File: config.mk
export PLATFORM = sky130hd
export DESIGN_NAME = load_ext
export DESIGN_NICKNAME = d
export VERILOG_FILES = /design/src/rtl/load_ext_pkg.sv /design/src/rtl/load_ext_extract.sv /design/src/rtl/load_ext.sv
export SDC_FILE = /design/constraint.sdc
export NUM_CORES = 1
export LEC_CHECK = 0
export CAP_MARGIN = 0
export CELL_PAD_IN_SITES_DETAIL_PLACEMENT = 0
export CELL_PAD_IN_SITES_GLOBAL_PLACEMENT = 1
export CORE_UTILIZATION = 33
export DETAILED_ROUTE_END_ITERATION = 16
export GPL_TIMING_DRIVEN = 0
export PLACE_DENSITY = 0.88
export SLEW_MARGIN = 10
export SYNTH_ARGS = -nofsm -noshare
export SYNTH_HDL_FRONTEND = slang
export SYNTH_SLANG_ARGS = --single-unit
File: constraint.sdc
create_clock -name clk -period 2.6 [get_ports clk]
set_clock_uncertainty 0.2 [all_clocks]
set_input_delay 0.52 -clock clk [delete_from_list [all_inputs] [get_ports clk]]
set_output_delay 0.52 -clock clk [all_outputs]
set_load 0.005 [all_outputs]
File: src/rtl/load_ext_pkg.sv
// Shared definitions for the load extension unit: load-type encodings,
// FSM state encoding and small decode helpers.
package load_ext_pkg;

    typedef enum logic [2:0] {
        OP_NONE = 3'b000,
        OP_LW   = 3'b001,
        OP_LBU  = 3'b010,
        OP_LB   = 3'b011,
        OP_LHU  = 3'b100,
        OP_LH   = 3'b101
    } op_e;

    typedef enum logic [1:0] {
        ST_IDLE = 2'b00,
        ST_REQ  = 2'b01,
        ST_WAIT = 2'b10,
        ST_RSP  = 2'b11
    } state_e;

    // True for the five real load types; NONE and 110/111 start no transaction.
    function automatic logic op_is_load(input logic [2:0] op);
        return (op == OP_LW)  || (op == OP_LBU) || (op == OP_LB) ||
               (op == OP_LHU) || (op == OP_LH);
    endfunction

    // Word loads need offset 00, halfword loads need an even offset.
    function automatic logic is_misaligned(input logic [2:0] op, input logic [1:0] off);
        return ((op == OP_LW) && (off != 2'b00)) ||
               (((op == OP_LHU) || (op == OP_LH)) && off[0]);
    endfunction

endpackage

File: src/rtl/load_ext_extract.sv
// Combinational slicer/extender: picks the byte or halfword selected by the
// byte offset out of a raw memory word and zero- or sign-extends it.
module load_ext_extract
    import load_ext_pkg::*;
(
    input  logic [31:0] rdata,
    input  logic [1:0]  offset,
    input  logic [2:0]  op,
    output logic [31:0] data
);

    logic [7:0]  byte_sel;
    logic [15:0] half_sel;

    // Select the addressed byte/halfword, then extend according to load type.
    always_comb begin
        byte_sel = 8'h00;
        half_sel = 16'h0000;
        data     = 32'h0000_0000;
        case (offset)
            2'd0:    byte_sel = rdata[7:0];
            2'd1:    byte_sel = rdata[15:8];
            2'd2:    byte_sel = rdata[23:16];
            default: byte_sel = rdata[31:24];
        endcase
        // Only offset[1] picks the half; an odd offset is either trapped
        // earlier by the alignment check or deliberately ignored.
        half_sel = offset[1] ? rdata[31:16] : rdata[15:0];
        case (op)
            OP_LW:   data = rdata;
            OP_LBU:  data = {24'h00_0000, byte_sel};
            OP_LB:   data = {{24{byte_sel[7]}}, byte_sel};
            OP_LHU:  data = {16'h0000, half_sel};
            OP_LH:   data = {{16{half_sel[15]}}, half_sel};
            default: data = 32'h0000_0000;
        endcase
    end

endmodule

File: src/rtl/load_ext.sv
// Load extension unit: accepts a load request from the pipeline, issues one
// word read to data memory, and returns the sliced/extended result.
// Optional build macro: LOAD_ALIGN_CHECK_EN -- when defined, misaligned LW
// and LH/LHU loads skip memory and return rsp_err=1 with rsp_data=0.
//
//   state   | meaning
//   --------+-------------------------------------------------
//   IDLE    | ready for a request (req_ready=1, busy=0)
//   REQ     | mem_req asserted, waiting for mem_gnt
//   WAIT    | read granted, waiting for mem_rvalid
//   RSP     | rsp_valid asserted, waiting for rsp_ready
module load_ext
    import load_ext_pkg::*;
#(
    parameter int ADDR_W = 32
) (
    input  logic              clk,
    input  logic              reset_n,
    input  logic              req_valid,
    output logic              req_ready,
    input  logic [ADDR_W-1:0] req_addr,
    input  logic [2:0]        req_op,
    output logic              mem_req,
    output logic [ADDR_W-1:0] mem_addr,
    input  logic              mem_gnt,
    input  logic              mem_rvalid,
    input  logic [31:0]       mem_rdata,
    output logic              rsp_valid,
    input  logic              rsp_ready,
    output logic [31:0]       rsp_data,
    output logic              rsp_err,
    output logic              busy
);

    state_e      state;
    logic [1:0]  off_q;
    logic [2:0]  op_q;
    logic [31:0] ext_data;

    load_ext_extract u_extract (
        .rdata  (mem_rdata),
        .offset (off_q),
        .op     (op_q),
        .data   (ext_data)
    );

`ifndef LOAD_ALIGN_CHECK_EN
    // Without the alignment check there is no error condition.
    assign rsp_err = 1'b0;
`endif

    // Sequencing FSM; every handshake output is a register so it stays
    // stable for as long as the state holds.
    always_ff @(posedge clk or negedge reset_n) begin
        if (!reset_n) begin
            state     <= ST_IDLE;
            req_ready <= 1'b1;
            busy      <= 1'b0;
            mem_req   <= 1'b0;
            mem_addr  <= '0;
            rsp_valid <= 1'b0;
            rsp_data  <= 32'h0000_0000;
            off_q     <= 2'b00;
            op_q      <= OP_NONE;
`ifdef LOAD_ALIGN_CHECK_EN
            rsp_err   <= 1'b0;
`endif
        end else begin
            case (state)
                ST_IDLE: begin
                    if (req_valid && req_ready) begin
                        off_q    <= req_addr[1:0];
                        op_q     <= req_op;
                        mem_addr <= {req_addr[ADDR_W-1:2], 2'b00};
                        if (op_is_load(req_op)) begin
                            req_ready <= 1'b0;
                            busy      <= 1'b1;
`ifdef LOAD_ALIGN_CHECK_EN
                            if (is_misaligned(req_op, req_addr[1:0])) begin
                                state     <= ST_RSP;
                                rsp_valid <= 1'b1;
                                rsp_data  <= 32'h0000_0000;
                                rsp_err   <= 1'b1;
                            end else begin
                                state   <= ST_REQ;
                                mem_req <= 1'b1;
                                rsp_err <= 1'b0;
                            end
`else
                            state   <= ST_REQ;
                            mem_req <= 1'b1;
`endif
                        end
                    end
                end
                ST_REQ: begin
                    if (mem_gnt) begin
                        mem_req <= 1'b0;
                        state   <= ST_WAIT;
                    end
                end
                ST_WAIT: begin
                    if (mem_rvalid) begin
                        rsp_data  <= ext_data;
                        rsp_valid <= 1'b1;
                        state     <= ST_RSP;
                    end
                end
                ST_RSP: begin
                    if (rsp_ready) begin
                        rsp_valid <= 1'b0;
                        req_ready <= 1'b1;
                        busy      <= 1'b0;
                        state     <= ST_IDLE;
                    end
                end
                default: begin
                    state <= ST_IDLE;
                end
            endcase
        end
    end

endmodule

==> key figures <==
Outcome
  – Outcome: complete, no violations

Clock tree
  – CTS tree: done
  – # clock sinks: 73
  – Clock transition at path regs: ~0.080 ns
  – H-tree levels: 3
  – TritonCTS Buffers: 9
  – Clk root buf: clkbuf_8
  – # Post-CTS Setup Buffers: 0
  – Clk_lat worst skew: 0.34 ns
  – Worst-case clock buffer depth: 2

Pwr
  – Total power divided by cell area: around 1100 nW/um^2
  – Leakage power: between 2 and 2.5 nW
  – Worst VDD drop: 544 uV

Yosys
  – Syn Std Cell Area: about 3500 um^2
  – Ranking of synthesized cells by area: dfrtp_1 51%, mux2_2 19%, a221o_1 3.1%, a22o_1 2.3%, nand2_1 2.3%
  – Top FF cell, synth: dfrtp_1
  – Library cells used by synthesis: 38
  – Asr flop ratio synth: 100%
  – Yosys warnings: 0
  – Avg Inst Size Synth: 12.7 um^2
  – Post-synth top area cell: dfrtp_1
  – Top-area cell type share of the netlist area: between 50% and 60%
  – Post-synth EDFFs: 0
  – Sequential share of the synthesized area: a little over half
  – Cells after Synth: approximately 280
  – Register bit total from synthesis: 73
  – Commonest cells in the netlist: 72 x dfrtp_1, 59 x mux2_2, 21 x nand2_1
  – Most common cell in the synthesized netlist: dfrtp_1

STA
  – TNS Setup: 0 ns
  – RSZ-0062 raised after global routing: false
  – Final min period: 2.41 ns
  – Final period utilization: roughly 93%
  – Slew @ Worst Pin: approximately 0.88 ns
  – Slew margin rel.: 41.2%
  – Setup Viol. Count Final: 0
  – Fin. Hold Viols: 0
  – Fin worst setup slack: roughly 0.19 ns
  – Final Max Slew Viols: 0
  – Max Fclk: ~410 MHz

Worst hold path
  – HP Class: flop to flop
  – WHS Path Cells: 2
  – Hold path start: rsp_data[2]

Floorplanning
  – Core ar.: around 10000 um^2
  – Die area: ~11000 um^2
  – Initial core utilization: 33.9%
  – Top Ports: about 140
  – Standard-cell rows: 37
  – Die X: roughly 110 um
  – Die height: around 110 um

Global route
  – Initial antenna violation count: 0
  – Gr usage total: between 15 and 20%
  – Vias in the first global route: slightly above 3000
  – First-pass GRT wire length: 15.2 mm
  – Gr ovfl total: 0
  – Pin count of the biggest net entering global routing: 40

Place
  – Placer congestion estimate: around 0.82
  – Port-buffer cells: around 140
  – Dpl ws: -0.294 ns
  – HPWL after DPL: about 7 mm
  – Placed cell count: around 550

Route
  – Wire length per cell: 16.6 um
  – Final WL: 9.41 mm
  – Via/cell ratio: approximately 5
  – Post-DRT Antenna Nets: 0
  – DR iter-0 viols: 81
  – Vias: between 2000 and 3000
  – DR DRC count: 0
  – Router iterations before antenna repair: 4

Layout
  – Sequential standard cell area: 1830 um^2
  – Antenna Diode Count: 0
  – Multi-input gate area: 1520 um^2
  – FILL cells: 914
  – Layout area overhead: 52.1%
  – Share of cells above drive strength 1: around 23%
  – Nets: about 510
  – Finished Layout Cells: 568

Setup path
  – Worst-case reg-to-reg path depth: 6
  – Reg2Reg Launch Point: state[0]
  – WP data required: ~2.7 ns
  – WP data arrival: about 2.5 ns
  – CP Launch Type: flop
  – CP startpoint: state[0]
  – Kind of critical path: flop to flop
  – Critical Path Sink Type: flop
  – Crit-path max FO: 10

Run
  – Max Cap Viol: 0
==> layout by cell type (no fill, tap or decap), types with 3 or more instances in the layout <==
| cell type | instances |
|---|---|
| clkbuf_8 | 9 |
| o21ai_0 | 5 |
| bufinv_16 | 3 |
| a32oi_1 | 7 |
| clkdlybuf4s50_1 | 137 |
| a22o_1 | 9 |
| a21o_1 | 7 |
| nand2_1 | 21 |
| mux2_2 | 59 |
| a21oi_1 | 10 |
| nand3_1 | 4 |
| buf_2 | 4 |
| dfrtp_1 | 72 |
| buf_4 | 5 |
| a221o_1 | 11 |
| inv_1 | 9 |
| a221o_2 | 6 |
| buf_6 | 4 |
| a22oi_1 | 7 |
| conb_1 | 3 |
| clkbuf_1 | 7 |
| ha_1 | 4 |
==> stage by stage <==
step | power (mW) | utilization [%] | hold WS [ns] | area, um^2
6_report | 5.88 | 51.6 | 0.283 | 5330
5_1_grt | 6.30 | 51.6 | 0.312 | 5330
3_5_place_dp | 4.85 | 49.2 | 0.265 | 5080
3_3_place_gp | 4.76 | 49.0 | 0.265 | 5060
4_1_cts | 5.95 | 51.5 | 0.284 | 5320
2_1_floorplan | 3.44 | - | 0.0244 | 3510
==> final cells by class <==
type	count	share of cell area, %
clock inverter	5	1.97
sequential	73	34.3
buffer	20	2.47
multi-input combinational	174	28.5
inverter	10	0.705
timing repair buffer	140	26.5
tap	136	3.20
clock buffer	10	2.40
==> metal layers <==
| metal | vias up | share of wire [%] | GRT usage, % |
|---|---|---|---|
| met5 | - | 0 | 0 |
| met4 | 0 | 1.5 | 6.84 |
| met3 | 14 | 7.3 | 5.36 |
| met2 | 112 | 48 | 28.9 |
| met1 | 1395 | 43 | 22.1 |
| li1 | 1325 | - | - |
==> kinds of logic (layout without fill, tap and decap cells) <==
group / after synthesis / after routing / share of synthesized area, %
DFF: 73 / 73 / 52.2
AOI/OAI and AO/OA: 67 / 67 / 15.8
muxes: 62 / 62 / 20.2
and+or+nand+nor: 38 / 38 / 5.47
buffers and inverters: 30 / 185 / 4.82
adders and majority gates: 4 / 4 / 1.43
other: 1 / 3 / 0.107
==> timing repair <==
item / in CTS / in global routing
hold buffers: 1 / 0
setup endpoints to repair: 0 / 6
endpoints found under the hold margin: 34 / 0
gates resized for setup: 0 / 1
==> power breakdown <==
part,total [mW],switching [mW],internal [mW]
clock network,1.06,0.423,0.633
registers,1.96,0.297,1.66
logic,2.87,1.10,1.77
==> state kept, by name, indices dropped and copies added, names as in the netlist <==
register   count
rsp_valid      1
mem_addr      30
state          2
rsp_data      32
off_q          2
op_q           3
req_ready      1
mem_req        1
busy           1
==> path summary, 6_finish.rpt <==
kind	end	slack [ns]
worst min-delay path	rsp_data[2]	0.28
worst max-delay path	rsp_data[1]	0.19
worst max register to register	rsp_data[1]	0.19
max in group asynchronous	req_ready	1.10
worst min register to register	rsp_data[2]	0.28
min in group asynchronous	rsp_data[24]	0.46
==> worst max-delay path, stage by stage, from the launching register on <==
cell,delay [ns]
dfrtp_1,0.42
inv_1,0.10
ha_1,0.24
nand2_1,0.27
nor3_1,0.75
a22oi_1,0.24
nand2_1,0.12
Power figures use the tool's default switching activity.
